--- src/rtl/spi_eeprom_responder.sv ---
// SPI mode-0 EEPROM-style responder (WREN/WRDI/RDSR/READ/WRITE) backed by an
// internal byte memory. SCK/CS/MOSI are oversampled on ACLK.
module spi_eeprom_responder #(
    parameter int unsigned ADDR_W   = 8,
    parameter logic [7:0]  MEM_INIT = 8'h00
) (
    input  logic ACLK,
    input  logic ARESETn,
    input  logic SPI_SCK,
    input  logic SPI_CS,
    input  logic SPI_MOSI,
    output logic SPI_MISO,
    output logic MISO_OE,
    output logic WEL,
    output logic BUSY
);

    localparam int unsigned DEPTH = 1 << ADDR_W;

    typedef enum logic [2:0] {
        ST_IDLE,
        ST_CMD,
        ST_ADDR_HI,
        ST_ADDR_LO,
        ST_RD_DATA,
        ST_WR_DATA,
        ST_STATUS,
        ST_IGNORE
    } state_t;

    state_t state, state_nx;

    logic sck_s1, sck_s2, sck_d;
    logic cs_s1, cs_s2, cs_d;
    logic mosi_s1, mosi_s2;

    logic              cs_assert, cs_deassert;
    logic              sck_rise, sck_fall, byte_done;
    logic [6:0]        rx_sr;
    logic [7:0]        rx_byte;
    logic [2:0]        bit_cnt;
    logic [7:0]        addr_hi;
    logic [ADDR_W-1:0] addr;
    logic [7:0]        tx_sr;
    logic              load_pend;
    logic              wr_pend;
    logic [7:0]        wr_data;
    logic              is_write;
    logic              wel_q;
    logic              busy_q;
    logic [7:0]        mem [0:DEPTH-1];

    // CS sync resets to "asserted" so a CS held low across reset produces no
    // assert strobe: the master must re-assert CS to start a command.
    always_ff @(posedge ACLK or negedge ARESETn) begin
        if (!ARESETn) begin
            sck_s1  <= 1'b0;
            sck_s2  <= 1'b0;
            sck_d   <= 1'b0;
            cs_s1   <= 1'b0;
            cs_s2   <= 1'b0;
            cs_d    <= 1'b0;
            mosi_s1 <= 1'b0;
            mosi_s2 <= 1'b0;
        end else begin
            sck_s1  <= SPI_SCK;
            sck_s2  <= sck_s1;
            sck_d   <= sck_s2;
            cs_s1   <= SPI_CS;
            cs_s2   <= cs_s1;
            cs_d    <= cs_s2;
            mosi_s1 <= SPI_MOSI;
            mosi_s2 <= mosi_s1;
        end
    end

    // SCK strobes are gated by CS low, so a coincident deassert always wins.
    assign cs_assert   = ~cs_s2 &  cs_d;
    assign cs_deassert =  cs_s2 & ~cs_d;
    assign sck_rise    =  sck_s2 & ~sck_d & ~cs_s2 & (state != ST_IDLE);
    assign sck_fall    = ~sck_s2 &  sck_d & ~cs_s2 & (state != ST_IDLE);
    assign rx_byte     = {rx_sr, mosi_s2};
    assign byte_done   = sck_rise & (bit_cnt == 3'd7);

    // FSM state register
    always_ff @(posedge ACLK or negedge ARESETn) begin
        if (!ARESETn) state <= ST_IDLE;
        else          state <= state_nx;
    end

    // Next-state: command dispatch on byte boundaries, CS deassert overrides all
    always_comb begin
        state_nx = state;
        case (state)
            ST_IDLE:    if (cs_assert) state_nx = ST_CMD;
            ST_CMD: begin
                if (byte_done) begin
                    case (rx_byte)
                        8'h05:        state_nx = ST_STATUS;
                        8'h03, 8'h02: state_nx = ST_ADDR_HI;
                        default:      state_nx = ST_IGNORE;
                    endcase
                end
            end
            ST_ADDR_HI: if (byte_done) state_nx = ST_ADDR_LO;
            ST_ADDR_LO: if (byte_done) state_nx = is_write ? ST_WR_DATA : ST_RD_DATA;
            default:    state_nx = state;
        endcase
        if (cs_deassert) state_nx = ST_IDLE;
    end

    // Receive shift register and bit counter; partial bytes die with CS
    always_ff @(posedge ACLK or negedge ARESETn) begin
        if (!ARESETn) begin
            rx_sr   <= '0;
            bit_cnt <= '0;
        end else if (cs_assert || cs_deassert) begin
            bit_cnt <= '0;
        end else if (sck_rise) begin
            rx_sr   <= rx_byte[6:0];
            bit_cnt <= bit_cnt + 3'd1;
        end
    end

    // Command-level flags: write-enable latch, WRITE command marker, busy
    always_ff @(posedge ACLK or negedge ARESETn) begin
        if (!ARESETn) begin
            wel_q    <= 1'b0;
            is_write <= 1'b0;
            busy_q   <= 1'b0;
        end else begin
            if (cs_assert)   busy_q <= 1'b1;
            if (cs_deassert) begin
                busy_q   <= 1'b0;
                is_write <= 1'b0;
                if (is_write) wel_q <= 1'b0;
            end else if (state == ST_CMD && byte_done) begin
                is_write <= (rx_byte == 8'h02);
                if (rx_byte == 8'h06) wel_q <= 1'b1;
                if (rx_byte == 8'h04) wel_q <= 1'b0;
            end
        end
    end

    // Address capture and post-increment on each read load or memory write
    always_ff @(posedge ACLK or negedge ARESETn) begin
        if (!ARESETn) begin
            addr_hi <= '0;
            addr    <= '0;
        end else begin
            if (state == ST_ADDR_HI && byte_done) addr_hi <= rx_byte;
            if (state == ST_ADDR_LO && byte_done) begin
                addr <= ADDR_W'({addr_hi, rx_byte});
            end else if (wr_pend) begin
                addr <= addr + 1'b1;
            end else if (sck_fall && load_pend && state == ST_RD_DATA) begin
                addr <= addr + 1'b1;
            end
        end
    end

    // TX path: a completed byte arms a load that happens on the next SCK fall;
    // other falls shift the register left
    always_ff @(posedge ACLK or negedge ARESETn) begin
        if (!ARESETn) begin
            tx_sr     <= '0;
            load_pend <= 1'b0;
        end else if (cs_deassert) begin
            tx_sr     <= '0;
            load_pend <= 1'b0;
        end else begin
            if (byte_done && (state_nx == ST_RD_DATA || state_nx == ST_STATUS))
                load_pend <= 1'b1;
            if (sck_fall) begin
                if (load_pend) begin
                    load_pend <= 1'b0;
                    tx_sr     <= (state == ST_STATUS) ? {6'b0, wel_q, 1'b0} : mem[addr];
                end else begin
                    tx_sr <= {tx_sr[6:0], 1'b0};
                end
            end
        end
    end

    // Write staging: a complete byte received with WEL set is committed next cycle
    always_ff @(posedge ACLK or negedge ARESETn) begin
        if (!ARESETn) begin
            wr_pend <= 1'b0;
            wr_data <= '0;
        end else begin
            wr_pend <= state == ST_WR_DATA && byte_done && wel_q;
            if (state == ST_WR_DATA && byte_done) wr_data <= rx_byte;
        end
    end

    // Backing memory, fully reset to MEM_INIT
    always_ff @(posedge ACLK or negedge ARESETn) begin
        if (!ARESETn) begin
            for (int unsigned i = 0; i < DEPTH; i++) mem[i] <= MEM_INIT;
        end else if (wr_pend) begin
            mem[addr] <= wr_data;
        end
    end

    assign MISO_OE  = (state == ST_RD_DATA || state == ST_STATUS) & ~cs_s2;
    assign SPI_MISO = tx_sr[7] & MISO_OE;
    assign WEL      = wel_q;
    assign BUSY     = busy_q;

endmodule
--- config.mk ---
export PLATFORM = sky130hd
export DESIGN_NAME = spi_eeprom_responder
export DESIGN_NICKNAME = d
export VERILOG_FILES = /design/src/rtl/spi_eeprom_responder.sv
export SDC_FILE = /design/constraint.sdc
export NUM_CORES = 2
export LEC_CHECK = 0
export CAP_MARGIN = 20
export CORE_AREA = 5 5 700 355
export CTS_BUF_LIST = sky130_fd_sc_hd__clkbuf_2 sky130_fd_sc_hd__clkbuf_4 sky130_fd_sc_hd__clkbuf_8
export DETAILED_ROUTE_END_ITERATION = 12
export DIE_AREA = 0 0 705 360
export SLEW_MARGIN = 20
export SYNTH_ARGS = -nofsm -noshare
export SYNTH_HDL_FRONTEND = slang
export SYNTH_SLANG_ARGS = --single-unit
--- constraint.sdc ---
create_clock -name ACLK -period 4.7 [get_ports ACLK]
set_input_delay 0.47 -clock ACLK [delete_from_list [all_inputs] [get_ports ACLK]]
set_output_delay 0.47 -clock ACLK [all_outputs]
set_load 0.02 [all_outputs]
; After elaboration in Yosys (flattened, before gate mapping)
; Cells that the tools add are included.
[op_classes]
n_addsub = 2
multipliers = 0
n_div = 0
n_lt_le_gt_ge = 2
eq_ne = 15
n_shift = 0
n_mux = 36
bitwise = 17
n_reduce_logical = 22
[op_table]
columns = op, n
row1 = bitwise mux 2048 bit, 1
row2 = 2-to-1 mux 8 bit, 10
row3 = binary-select mux 8 bit (select 8 bit), 1
row4 = demux 8 bit (select 8 bit), 1
row5 = equality test 8 x 3 -> 1 bit (second input constant), 3
row6 = 2-to-1 mux 3 bit, 7
row7 = equality test 3 bit (second input constant), 6
row8 = equality test 8 x 2 -> 1 bit (second input constant), 2
row9 = 2-to-1 mux 1 bit, 14
row10 = one-hot mux 3 bit (4 select lines), 1
row11 = AND 1 bit, 11
row12 = greater-or-equal comparator 9 bit (second input constant), 1
row13 = < comparator 9 x 1 -> 1 bit (second input constant), 1
row14 = NOT 8 -> 9 bit, 1
row15 = nonzero test 3 bit, 3
row16 = adder 8 x 1 -> 8 bit (second input constant), 1
row17 = logical AND 1 bit, 8
row18 = nonzero test 2 bit, 4
row19 = equality test 3 x 2 -> 1 bit (second input constant), 2
row20 = one-hot mux 3 bit (2 select lines), 1
row21 = NOT 1 bit, 5
row22 = adder 3 x 1 -> 3 bit (second input constant), 1
row23 = equality test 3 x 1 -> 1 bit (second input constant), 1
row24 = logical NOT 3 bit, 1
row25 = 5 further kinds, 7
[totals]
reg_bits = 2098
latch_bits = 0
mem_bits_rw = 0
rom_bits = 0
inputBits = 5
out_inout_bits = 4
word_cells = 369
n_memories = 0

; Logic depth before layout (Yosys ltp)
[depth]
ltp_word = 15
ltp_mapped = 13
depth_no_buf = 7

; Worst setup path before layout
; OpenSTA, ideal clock, no wires.
[synth_path]
path_kind = reg2reg
from = register addr[0]
to = register mem[1192] (netlist bit)
setup_ns = 0.125
t_arrival_ns = 3.279
t_required_ns = 4.575
setup_slack_ns = 1.297
stages_incl_launch_ff = 14
n_path_buf = 8
period_less_slack_ns = 3.403
path_cell_list = dfrtp_1 -> buf_6 -> buf_12 -> buf_12 -> buf_12 -> inv_2 -> buf_2 -> buf_2 -> ha_1 -> clkbuf_1 -> nand3_1 -> clkbuf_1 -> nor2_1 -> mux2_2
[synth_via]
elab_chain_len = 6
word_cells_on_any_way = 7
classes_between = order compare (2) / mux (3) / bitwise (1) / reduce/logical (1)
[synth_lines]
columns = item, line
row1 = start: declaration, 43  ; logic [ADDR_W-1:0] addr;
row2 = start signal: assignment, 153  ; addr <= ADDR_W'({addr_hi, rx_byte});
row3 = start signal: assignment, 155  ; addr <= addr + 1'b1;
row4 = start signal: assignment, 157  ; addr <= addr + 1'b1;
row5 = NOT 8 -> 9 bit (implied by the code) *, 201  ; mem[addr] <= wr_data;
row6 = greater-or-equal comparator 9 bit (implied by the code) or < comparator 9 x 1 -> 1 bit (tied branches), 201
row7 = logical AND 1 bit (implied by the code), 201
row8 = 2-to-1 mux 8 bit (implied by the code), 201
row9 = demux 8 bit (select 8 bit) *, 201
row10 = bitwise mux 2048 bit *, 201
row11 = end signal: indexed assignment, 201
row12 = end: declaration, 51  ; logic [7:0] mem [0:DEPTH-1];
; Every way passes the cells marked *; elsewhere a longest branch is shown, timed or not.
; A chain may end at the register's enable or synchronous reset.

; Worst setup path after layout
[layout_path]
from = register addr[1]
to = register tx_sr[1]
[layout_via]
elab_chain_len = 8
[layout_lines]
columns = item, line
row1 = NOT 8 -> 9 bit (implied by the code), 177  ; tx_sr <= (state == ST_STATUS) ? {6'b0, wel_q, 1'b0} : mem[addr];
row2 = binary-select mux 8 bit (select 8 bit), 177
row3 = 2-to-1 mux 8 bit (implied by the code) (2 in a row), 177
row4 = 2-to-1 mux 8 bit, 177
row5 = 2-to-1 mux 8 bit, 175  ; if (load_pend) begin
row6 = 2-to-1 mux 8 bit, 174  ; if (sck_fall) begin
row7 = 2-to-1 mux 8 bit, 168  ; end else if (cs_deassert) begin
row8 = end signal: assignment, 177
row9 = end signal: assignment, 179  ; tx_sr <= {tx_sr[6:0], 1'b0};
row10 = end: declaration, 44  ; logic [7:0] tx_sr;
; No other way between the ends. The select of a mux whose other input is x is not followed.

==> metrics.cfg <==
[layout]
fin_util_pct = 44.4
syn_to_final_growth_pct = 11.6
fill_cells = 21294
instances_no_fill = 9800
layout-drive-gt1-share_pct = 52.7
nets = 6348

[place]
hpwl_um = 205000
port_buffers = 8
globalplace.congestion = 0.981
numPlacedInstances = 9276
place_ws_ns = 0.732

[worst_setup_path]
reg2reg_to = tx_sr[1]
cp.required_ns = 5.57
cpPeakStageDelay_ns = 1.02
cp_slowest_cell = dfrtp_4
cp_top_family = simple AND/OR/NAND/NOR gates
r2r_slack_ns = 0.56
end_kind = flop
worst-setup-path-type = reg -> reg
reg2reg_depth = 9
rr_startpoint = addr[1]
cp.arrival_ns = 5.02
cp_num_buf_inv = 2
critPathMaxFanout = 33
worstSetupStartpointType = flop
path_common_cell = nor3_1
worstPathCellList = buf_12, mux4_2, mux2i_1, o22ai_1, nor3_1, buf_4, nor3_1, nor4b_2, o21ai_1

[clock_network]
cts-root-buf = clkbuf_8
cts_resized = 0
clock_path_buffers = 4
htreeDepth = 5
cts_tree = yes
cts_buffers = 302
clkSlewWorstSetupHoldPaths_ns = 0.08
clkSinkCount = 2098
clock_latency_ns = 1.00

[power_and_ir_drop]
p_leak_nw = 49.7
ir_drop_mv = 0.196
total_power_w = 0.0341
p_per_area_nw_per_um2 = 317

[detailed_routing]
routed_wl_um = 308000
dr.pass1.iters = 8
detail-route-antenna-nets = 0
num_vias = 58414
vias_per_cell = 5.96
wl_per_cell_um = 31.5
drc = 0
drt_iter0_drc = 5773

[yosys]
synth_top_area_share_pct = 54.5
synth_area_leader_cell = dfrtp_1
synth_edf_count = 0
netlist_instances = 6212
synth_most_common_cell = dfrtp_1
seq_area_frac_synth_pct = 54.5
syn_avg_cell_area_um2 = 15.5
synthesis.nets = 6225
syn_area_um2 = 96300
ys_async_sr_fraction_pct = 100
ys_ff_latch = 2098
synthTopCellsByCount = 2098 x dfrtp_1, 2083 x mux2_2, 476 x mux4_2
synth-main-ff-cell = dfrtp_1
synthTopCellsByArea = dfrtp_1 55%, mux2_2 24%, mux4_2 11%, mux2i_1 2.1%, clkbuf_1 1.2%
yosysWarnings = 0
ys_types = 82

[timing]
drv_slew = 0
fin_setup_tns_ns = 0
min_period_ns = 4.14
hold_violations = 0
tightest_slew_ns = 1.29
finClkSkew_ns = 0.0673
fmax_mhz = 241
setup_viol = 0
rsz0062_at_grt = false
post-route-period-util_pct = 88.2
max_slew_margin_pct = 11.8
setup_ws_ns = 0.556

[global_route]
grt_overflow = 0
grt_antenna_before_repair = 19
grt_pass1_wl_um = 450000
grt_pass1_vias = 59397
grtUsageTotal_pct = 24.0
grt_max_degree = 169

[run_status]
status = finished clean

[flow_run]
max_cap_viol_count = 0

[floorplanning]
die_height_um = 360
row_count = 128
core_um2 = 242000
ios = 9
die_x_um = 705
die-area_um2 = 254000
initial_core_util_pct = 39.8

[hold_path]
worstHoldPathType = in -> async

## cells in the final DEF (no fill, tap or decap), types with 7 or more instances in the layout
| master | netlist | layout |
|---|---|---|
| a211oi_1 | 13 | 13 |
| a21oi_1 | 37 | 37 |
| a22o_1 | 8 | 8 |
| a22oi_1 | 58 | 58 |
| a31oi_1 | 8 | 8 |
| and2_1 | 12 | 11 |
| and3_1 | 7 | 7 |
| buf_12 | 4 | 54 |
| buf_4 | 33 | 241 |
| clkbuf_4 | 0 | 90 |
| clkbuf_8 | 0 | 386 |
| clkdlybuf4s50_1 | 0 | 7 |
| clkinv_2 | 0 | 19 |
| clkinvlp_4 | 0 | 9 |
| dfrtp_1 | 2098 | 2083 |
| dfrtp_4 | 0 | 12 |
| diode_2 | 0 | 7 |
| ha_1 | 8 | 8 |
| inv_1 | 10 | 10 |
| mux2_2 | 2083 | 2083 |
| mux2i_1 | 203 | 203 |
| mux4_1 | 15 | 15 |
| mux4_2 | 476 | 476 |
| nand2_1 | 131 | 131 |
| nand2b_1 | 14 | 13 |
| nand3_1 | 76 | 72 |
| nand3b_1 | 7 | 7 |
| nor2_1 | 184 | 181 |
| nor2_2 | 30 | 32 |
| nor2b_1 | 21 | 16 |
| nor3_1 | 22 | 20 |
| nor4_1 | 8 | 7 |
| o2111ai_1 | 8 | 8 |
| o21ai_0 | 18 | 18 |
| o22ai_1 | 39 | 39 |
| o32ai_1 | 8 | 8 |
## final cells by class
| type | instances | area [um2] | area share (%) |
|---|---|---|---|
| Antenna cell | 7 | 17.5 | 0.0163 |
| Clock buffer | 476 | 5990 | 5.57 |
| Clock inverter | 36 | 245 | 0.228 |
| Inverter | 12 | 45.0 | 0.0419 |
| Multi-Input combinational cell | 3614 | 41500 | 38.6 |
| Sequential cell | 2098 | 52500 | 48.9 |
| Tap cell | 3250 | 4070 | 3.79 |
| Timing Repair Buffer | 307 | 3020 | 2.81 |
## flip-flops by register name, indices dropped and copies added (netlist names), 3 cells and up
signal   flops
rx_sr        7
state        3
addr         8
bit_cnt      3
tx_sr        8
wr_data      8
mem       2048
## metrics by stage
stage                     instance area [um2]  hold WS [ns]
after floorplan                         96300         0.174
after global placement                 101000         0.373
after detailed placement               101000         0.362
after CTS                              107000        0.0997
after global routing                   107000         0.104
final                                  107000         0.108
## routing by layer
metal  track usage, %  up-vias  share of wire [%]
met5                0        -             0.0088
met4             5.85        4                2.5
met3             10.5      481                 12
met2             29.0     2261                 37
met1             38.2    32166                 49
li1                 -    23502                  -
## logic make-up after synthesis
| logic type | count (synthesis) | synth area share [%] |
|---|---|---|
| AND/OR/NAND/NOR | 564 | 2.89 |
| flip-flops | 2098 | 54.5 |
| AO/OA/AOI/OAI | 257 | 1.89 |
| adder cells (fa/ha/maj) | 8 | 0.104 |
| buffers and inverters | 500 | 2.48 |
| XOR/XNOR | 8 | 0.0728 |
| multiplexers | 2777 | 38.0 |
## power by group
part | internal, W | switching (W) | leakage, nW
Sequential | 0.0181 | 0.0000256 | 29.3
Clock | 0.00809 | 0.00743 | 3.31
Combinational | 0.0000680 | 0.000403 | 17.1
Total | 0.0262 | 0.00786 | 49.7
## how the worst max path moves through the flow
| stage | end | depth (start not counted) | from |
|---|---|---|---|
| after detailed placement | mem[48] | 6 | addr[3] |
| after global routing | tx_sr[0] | 8 | addr[1] |
| final | tx_sr[1] | 9 | addr[1] |
| after global placement | mem[54] | 6 | addr[3] |
| after CTS | mem[54] | 6 | addr[3] |
| after floorplan | mem[1192] | 13 | addr[0] |
## timing repair
action / 4_1_cts / 5_1_grt
setup buffers: 0 / 0
hold buffers: 3 / 0
endpoints found under the hold margin: 99 / 0
endpoints found under the setup margin: 0 / 0
No activity file was read; power rests on OpenSTA's default activity.
